`config.mk`:
```
export PLATFORM = sky130hd
export DESIGN_NAME = countdown_timer
export DESIGN_NICKNAME = d
export VERILOG_FILES = /design/src/rtl/countdown_timer.sv
export SDC_FILE = /design/constraint.sdc
export NUM_CORES = 1
export LEC_CHECK = 0
export BUFFER_PORTS_ARGS = -buffer_cell sky130_fd_sc_hd__buf_2
export CORE_ASPECT_RATIO = 1.4
export CORE_MARGIN = 4
export CORE_UTILIZATION = 39
export DETAILED_ROUTE_END_ITERATION = 8
export PLACE_DENSITY_LB_ADDON = 0.25
export SYNTH_ARGS = -nofsm -noshare
export SYNTH_HDL_FRONTEND = slang
export SYNTH_SLANG_ARGS = --single-unit
export TNS_END_PERCENT = 50
```
`constraint.sdc`:
```
create_clock -name clk -period 2.15 [get_ports clk]
set_input_delay 0 -clock clk [delete_from_list [all_inputs] [get_ports clk]]
set_output_delay 0 -clock clk [all_outputs]
set_load 0.005 [all_outputs]
```
`src/rtl/countdown_timer.sv`:
```
// countdown_timer
//   Loadable MM:SS BCD countdown timer. Counts down one second per `ce` tick
//   while running, borrowing across digits (seconds wrap 00->59, minutes
//   digits wrap 0->9), and pulses `expired` for one cycle on reaching zero.
//
// Parameters
//   AUTO_RELOAD : 1 = on expiry, reload the last valid load value and keep
//                 running; 0 = stop at 0000.
// Ports
//   clk     : system clock, rising edge
//   rst     : asynchronous active-high reset
//   d       : load value {m1,m0,s1,s0}, BCD
//   ld      : load d (highest priority event)
//   start   : begin/resume counting
//   stop    : pause counting
//   ce      : 1 Hz tick enable, one decrement per asserted cycle in RUN
//   q       : current count {m1,m0,s1,s0}, registered
//   running : high while in RUN
//   zero    : combinational, q == 0000
//   expired : one-cycle registered pulse on expiry
//   err     : one-cycle registered pulse on a rejected load
module countdown_timer #(
    parameter bit AUTO_RELOAD = 1'b0
) (
    input  logic        clk,
    input  logic        rst,
    input  logic [15:0] d,
    input  logic        ld,
    input  logic        start,
    input  logic        stop,
    input  logic        ce,
    output logic [15:0] q,
    output logic        running,
    output logic        zero,
    output logic        expired,
    output logic        err
);

    typedef enum logic [1:0] {
        IDLE  = 2'd0,
        RUN   = 2'd1,
        PAUSE = 2'd2
    } state_t;

    state_t      state_reg, state_next;
    logic [15:0] q_reg, q_next;
    logic [15:0] reload_reg, reload_next;
    logic        expired_reg, expired_next;
    logic        err_reg, err_next;

    logic [15:0] q_dec;      // q_reg minus one second
    logic [3:0]  borrow;     // borrow into each digit; s0 always decrements
    logic [3:0]  digit_ok;   // per-digit range check of the load value
    logic        ld_valid;

    assign borrow[0] = 1'b1;

    // Digit 1 (tens of seconds) wraps at 5, all others at 9. The same limit
    // serves both the borrow chain and the load range check.
    genvar gi;
    generate
        for (gi = 0; gi < 4; gi++) begin : g_digit
            localparam logic [3:0] DIGIT_MAX = (gi == 1) ? 4'd5 : 4'd9;
            logic [3:0] digit;

            assign digit        = q_reg[4*gi +: 4];
            assign digit_ok[gi] = (d[4*gi +: 4] <= DIGIT_MAX);
            assign q_dec[4*gi +: 4] = !borrow[gi]     ? digit :
                                      (digit == 4'd0) ? DIGIT_MAX :
                                                        digit - 4'd1;
            if (gi < 3) begin : g_borrow
                assign borrow[gi+1] = borrow[gi] & (digit == 4'd0);
            end
        end
    endgenerate

    assign ld_valid = &digit_ok;

    always_ff @(posedge clk or posedge rst) begin
        if (rst) begin
            state_reg   <= IDLE;
            q_reg       <= 16'h0000;
            reload_reg  <= 16'h0000;
            expired_reg <= 1'b0;
            err_reg     <= 1'b0;
        end else begin
            state_reg   <= state_next;
            q_reg       <= q_next;
            reload_reg  <= reload_next;
            expired_reg <= expired_next;
            err_reg     <= err_next;
        end
    end

    // Events are tested in priority order; an event that does not apply in
    // the current state falls through so a lower-priority one can act
    // (e.g. start in RUN lets the same-cycle ce decrement).
    always_comb begin
        state_next   = state_reg;
        q_next       = q_reg;
        reload_next  = reload_reg;
        expired_next = 1'b0;
        err_next     = 1'b0;

        if (ld) begin
            if (ld_valid) begin
                q_next      = d;
                reload_next = d;
                state_next  = IDLE;
            end else begin
                err_next = 1'b1;
            end
        end else if (stop && state_reg == RUN) begin
            state_next = PAUSE;
        end else if (start && state_reg != RUN && q_reg != 16'h0000) begin
            state_next = RUN;
        end else if (ce && state_reg == RUN) begin
            if (q_reg == 16'h0001) begin
                expired_next = 1'b1;
                // A zero reload value would restart at 0000, so stop instead.
                if (AUTO_RELOAD && reload_reg != 16'h0000) begin
                    q_next = reload_reg;
                end else begin
                    q_next     = 16'h0000;
                    state_next = IDLE;
                end
            end else begin
                q_next = q_dec;
            end
        end
    end

    assign q       = q_reg;
    assign running = (state_reg == RUN);
    assign zero    = (q_reg == 16'h0000);
    assign expired = expired_reg;
    assign err     = err_reg;

endmodule
```
After elaboration in Yosys (flattened, before gate mapping)
Index checks and enable logic that the tools add are counted.
W data, S select, Z words.
{"block": "op_classes", "n_mux": 26, "n_addsub": 4, "magnitude_cmp": 4, "reduce_logical": 22, "n_bitwise": 2, "n_eq_ne": 6}
{"cell": "$mux W16", "count": 6}
{"cell": "$mux W4", "count": 7}
{"cell": "$eq A16 B1 Y1 const B", "count": 1}
{"cell": "$logic_not A16 Y1", "count": 1}
{"cell": "$logic_not A4 Y1", "count": 4}
{"cell": "$reduce_bool A16 Y1", "count": 1}
{"cell": "$sub A4 B1 Y4 const B", "count": 4}
{"cell": "$reduce_and A5 Y1", "count": 3}
{"cell": "$le A4 B4 Y1 const B", "count": 3}
{"cell": "$mux W2", "count": 6}
{"cell": "$reduce_bool A3 Y1", "count": 3}
{"cell": "$reduce_and A4 Y1", "count": 2}
{"cell": "$reduce_bool A4 Y1", "count": 2}
{"cell": "$mux W1", "count": 7}
{"cell": "$le A4 B3 Y1 const B", "count": 1}
{"cell": "$logic_and A1 B1 Y1", "count": 4}
{"cell": "$ne A2 B1 Y1 const B", "count": 2}
{"cell": "$ne A2 B2 Y1 const B", "count": 2}
{"cell": "$reduce_and A3 Y1", "count": 1}
{"cell": "$and A1 B1 Y1", "count": 2}
{"cell": "$eq A2 B1 Y1 const B", "count": 1}
{"cell": "$reduce_bool A2 Y1", "count": 1}
{"block": "word_totals", "wordCells": 71, "register_bits": 20, "in_bits": 22, "out_inout_bits": 20}

Logic depth before layout (Yosys ltp)
{"block": "depth", "word_depth": 9, "ltp_mapped": 7}

Worst setup path after synthesis
No wires, ideal clock.
{"block": "synth_path", "path_kind": "reg2reg", "start": "register q_reg[12] (netlist: q[12])", "end": "register q_reg[8] (netlist: q[8])", "arrival_time_ps": 1713, "setup_slack_ps": 312, "stages_incl_launch_ff": 8, "path_buffers": 0, "period_less_slack_ps": 1838, "path_cell_list": "dfrtp_1 > inv_1 > ha_1 > nor3b_2 > a41oi_2 > nand2_2 > nand2_2 > mux2_4"}
{"block": "synth_between", "elab_chain_cells": 6}
{"item": "from (decl)", "line": "46", "source": "logic [15:0] q_reg, q_next;"}
{"item": "from (signal assigned)", "line": "88", "source": "q_reg <= q_next;"}
{"item": "$eq A16 B1 Y1", "line": "118", "source": "if (q_reg == 16'h0001) begin"}
{"item": "$mux W16", "line": "118"}
{"item": "$mux W16", "line": "117", "source": "end else if (ce && state_reg == RUN) begin"}
{"item": "$mux W16", "line": "115", "source": "end else if (start && state_reg != RUN && q_reg != 16'h0000) begin"}
{"item": "$mux W16", "line": "113", "source": "end else if (stop && state_reg == RUN) begin"}
{"item": "$mux W16", "line": "105", "source": "if (ld) begin"}
Several ways; a longest one is shown, not always the timed one. The select of a mux whose other input is x is not followed.
A chain may end at the register's enable or synchronous reset.

Worst setup path in the final report
{"block": "layout_path", "start": "register q_reg[12] (netlist: q[12])", "end": "register q_reg[15] (netlist: q[15])"}
{"block": "layout_between", "elab_chain_cells": 8}
{"item": "$sub A4 B1 Y4 or $logic_not A4 Y1 (tied branches)", "line": "70, 69"}
{"item": "$mux W4", "line": "69", "source": "(digit == 4'd0) ? DIGIT_MAX :"}
{"item": "$mux W4", "line": "68", "source": "assign q_dec[4*gi +: 4] = !borrow[gi] ? digit :"}
{"item": "$mux W16", "line": "118"}
{"item": "$mux W16", "line": "117"}
{"item": "$mux W16", "line": "115"}
{"item": "$mux W16", "line": "113"}
{"item": "$mux W16", "line": "105"}
Several ways; a longest one is shown, not always the timed one. The select of a mux whose other input is x is not followed.

==> reports/summary.json <==
{
  "floorplan": {
    "dieArea_sq_um": 4670,
    "die_width_um": 58.9,
    "placement_rows": 25,
    "design.portCount": 42,
    "floorplan.initialDensity": 0.411,
    "die_y_um": 79.2,
    "placeableCoreArea_sq_um": 3440
  },
  "worst_setup_path": {
    "r2r_setup_slack_ps": 160,
    "rr_startpoint": "q[12]$_DFFE_PP0P_",
    "crit_fanout": 5,
    "critical_path_start": "q[12]$_DFFE_PP0P_",
    "worstSetupEndpointType": "flop",
    "timing.setup.critical_path_class": "reg2reg",
    "critPathLaunchType": "flop",
    "crit_arrival_ps": 2130,
    "required_ps": 2290
  },
  "yosys": {
    "mappedNetlistNets": 184,
    "synth_top_area_cell": "dfrtp_1",
    "async_reset_ff_frac": 1.00,
    "synth-seq-cells": 20,
    "syn-instance-count": 155,
    "synth.yosys.seq_area_share": 0.354,
    "share_of_the_synthesized_area_in_the_top_cell_type": 0.354,
    "count_of_warnings_emitted_by_yosys": 0,
    "post_synth_instance_area_sq_um": 1410,
    "avgSynthCellArea_sq_um": 9.12,
    "synthTopCellsByArea": "dfrtp_1 (35%), ha_1 (6.2%), a21oi_1 (5.3%)",
    "synth_enable_flop_cells": 0,
    "ys_dominant_reg_cell": "dfrtp_1",
    "synthDistinctLibCells": 43
  },
  "timing": {
    "maxSlewHeadroom": 0.485,
    "setup_total_negative_slack_ps": 0,
    "hold-worst-slack_ps": -3.02,
    "worst_clock_skew_ps": 2.79,
    "finalHoldViolCount": 1,
    "rsz_0062_raised_after_global_routing": "no",
    "maxClockFrequency_ghz": 0.502,
    "min_period_ps": 1990,
    "setup_viol_count_final": 0,
    "timing_max_transition_violations_final": 0,
    "worst_pin_slew_ps": 772,
    "fin_crit_sh": 0.927
  },
  "run_status": {
    "status": "finished with violations",
    "failing_checks": "negative hold slack"
  },
  "global_route": {
    "global_route_wire_length_before_repair_um": 6340,
    "overflow": 0,
    "antenna_found_initial": 0,
    "grt_max_degree": 21,
    "global_route_total_usage_across_every_layer": 0.170,
    "vias_in_the_first_global_route": 1396
  },
  "placed_design": {
    "dpl.hpwl_um": 2870,
    "port_buffer_count": 41,
    "final_replace_weighted_congestion": 0.825
  },
  "detailed_routing": {
    "drt-pass1-iter-count": 4,
    "drt_first_iter_violations": 83,
    "post_drt_via_cell_ratio": 5.80,
    "drt-total-wl_um": 3580,
    "average_wire_per_standard_cell_um": 14.8,
    "detailroute.via_count": 1398,
    "highest_layer": "met4",
    "routedLengthMet1_um": 1470,
    "drcViolationCount": 0,
    "metal2_wl_um": 1800,
    "wl_met3_um": 241,
    "final_antenna_net_count": 0
  },
  "layout": {
    "num-nets-final": 232,
    "finalCoreUtilization": 0.508,
    "area_overhead_vs_synth_pct": 23.5,
    "drive_above_1_share": 0.338,
    "largest_reg_flops": 16,
    "layout_commonest_cell": "buf_2",
    "leading_cell_types_in_the_layout_fill_and_taps_excluded": "buf_2 (41), dfrtp_1 (20), nand2_1 (15), a21oi_1 (15), inv_1 (11)",
    "antenna_cells_inserted": 0
  },
  "power_and_ir_drop": {
    "report.power.total_uw": 1940,
    "power_per_cell_area_nw_per_um2": 1110,
    "power.static_leakage_uw": 0.000846,
    "vdd_ir_drop_max_mv": 0.534
  },
  "hold_path": {
    "holdCritStartpoint": "d[2]",
    "hold_path.class": "in2reg"
  },
  "clock_tree": {
    "clkSlewWorstSetupHoldPaths_ps": 70,
    "tritoncts_num_sinks": 20,
    "cts_inserted_buffers": 3,
    "cts.path.max_buffers": 2,
    "cts-htree-levels": 1,
    "cts_tree": "built",
    "cts_root_buf": "clkbuf_8",
    "clk_latency_worst_skew_pair_ps": 250
  },
  "job": {
    "max_cap_violations": 0
  }
}
[through the flow]
step	setup slack, ps	hold slack (ps)	cell area (sq um)	cells
3_5_place_dp	105	183	1690	237
3_3_place_gp	225	197	1690	237
5_1_grt	16.9	25.2	1750	241
4_1_cts	88.3	1.19	1740	241
6_report	156	-3.02	1750	241
2_1_floorplan	312	-36.2	1410	155
[final cells by class]
type | count | area, sq um
multi-input cells | 119 | 857
flip-flops and latches | 20 | 500
fillers | 363 | 1690
repair buffers | 47 | 253
clock buffers | 3 | 41.3
inverters | 12 | 45.0
well taps | 40 | 50.0
[Yosys cell counts, drive strengths merged (3+ instances only)]
| cell type | count |
|---|---|
| nor3 | 6 |
| mux2i | 3 |
| nand2 | 18 |
| a22oi | 3 |
| o31ai | 6 |
| inv | 12 |
| nor3b | 5 |
| o21ai | 19 |
| nor2 | 7 |
| a21oi | 15 |
| a31oi | 4 |
| mux2 | 5 |
| dfrtp | 20 |
| ha | 7 |
[report_power, final]
| group | internal (uW) | switching (uW) | leakage (uW) |
|---|---|---|---|
| combinational | 489 | 467 | 0.000585 |
| sequential | 525 | 215 | 0.000240 |
| clock | 125 | 119 | 0.0000216 |
| total | 1140 | 800 | 0.000846 |
[worst max-delay path, stage by stage (launching register included)]
cell,delay (ps)
dfrtp_1,420
inv_1,120
ha_1,200
nor3b_4,300
nand4_2,200
nand2_2,170
o21ai_2,130
mux2_4,340
[logic make-up after synthesis]
group | count (synthesis) | share of synthesized area
AOI/OAI and AO/OA | 57 | 0.265
muxes | 8 | 0.0717
xor gates and xnor gates | 1 | 0.00620
DFF | 20 | 0.354
buffers and inverters | 16 | 0.0442
and+or+nand+nor | 46 | 0.196
adders and majority gates | 7 | 0.0619
[routing by layer]
metal | track usage | vias up
met4 | 0.0567 | 0
met3 | 0.0325 | 8
met1 | 0.212 | 685
li1 | - | 662
met2 | 0.289 | 43
met5 | 0 | -
[path summary, 6_finish.rpt]
check / to / cells past startpoint
max in group asynchronous: expired$_DFF_PP0_ / 3
worst max-delay path: q[15]$_DFFE_PP0P_ / 7
worst min register to register: state_reg[0]$_DFFE_PP0P_ / 1
worst max register to register: q[15]$_DFFE_PP0P_ / 7
min in group asynchronous: q[15]$_DFFE_PP0P_ / 3
worst min-delay path: q[2]$_DFFE_PP0P_ / 2
[timing repair]
| action | CTS | global route |
|---|---|---|
| endpoints found under the setup margin | 0 | 6 |
| gates resized for setup | 0 | 1 |
| endpoints found under the hold margin | 20 | 0 |
| hold buffers | 1 | 0 |
| buffers inserted | 0 | 0 |
(Power assumes the default switching activity.)
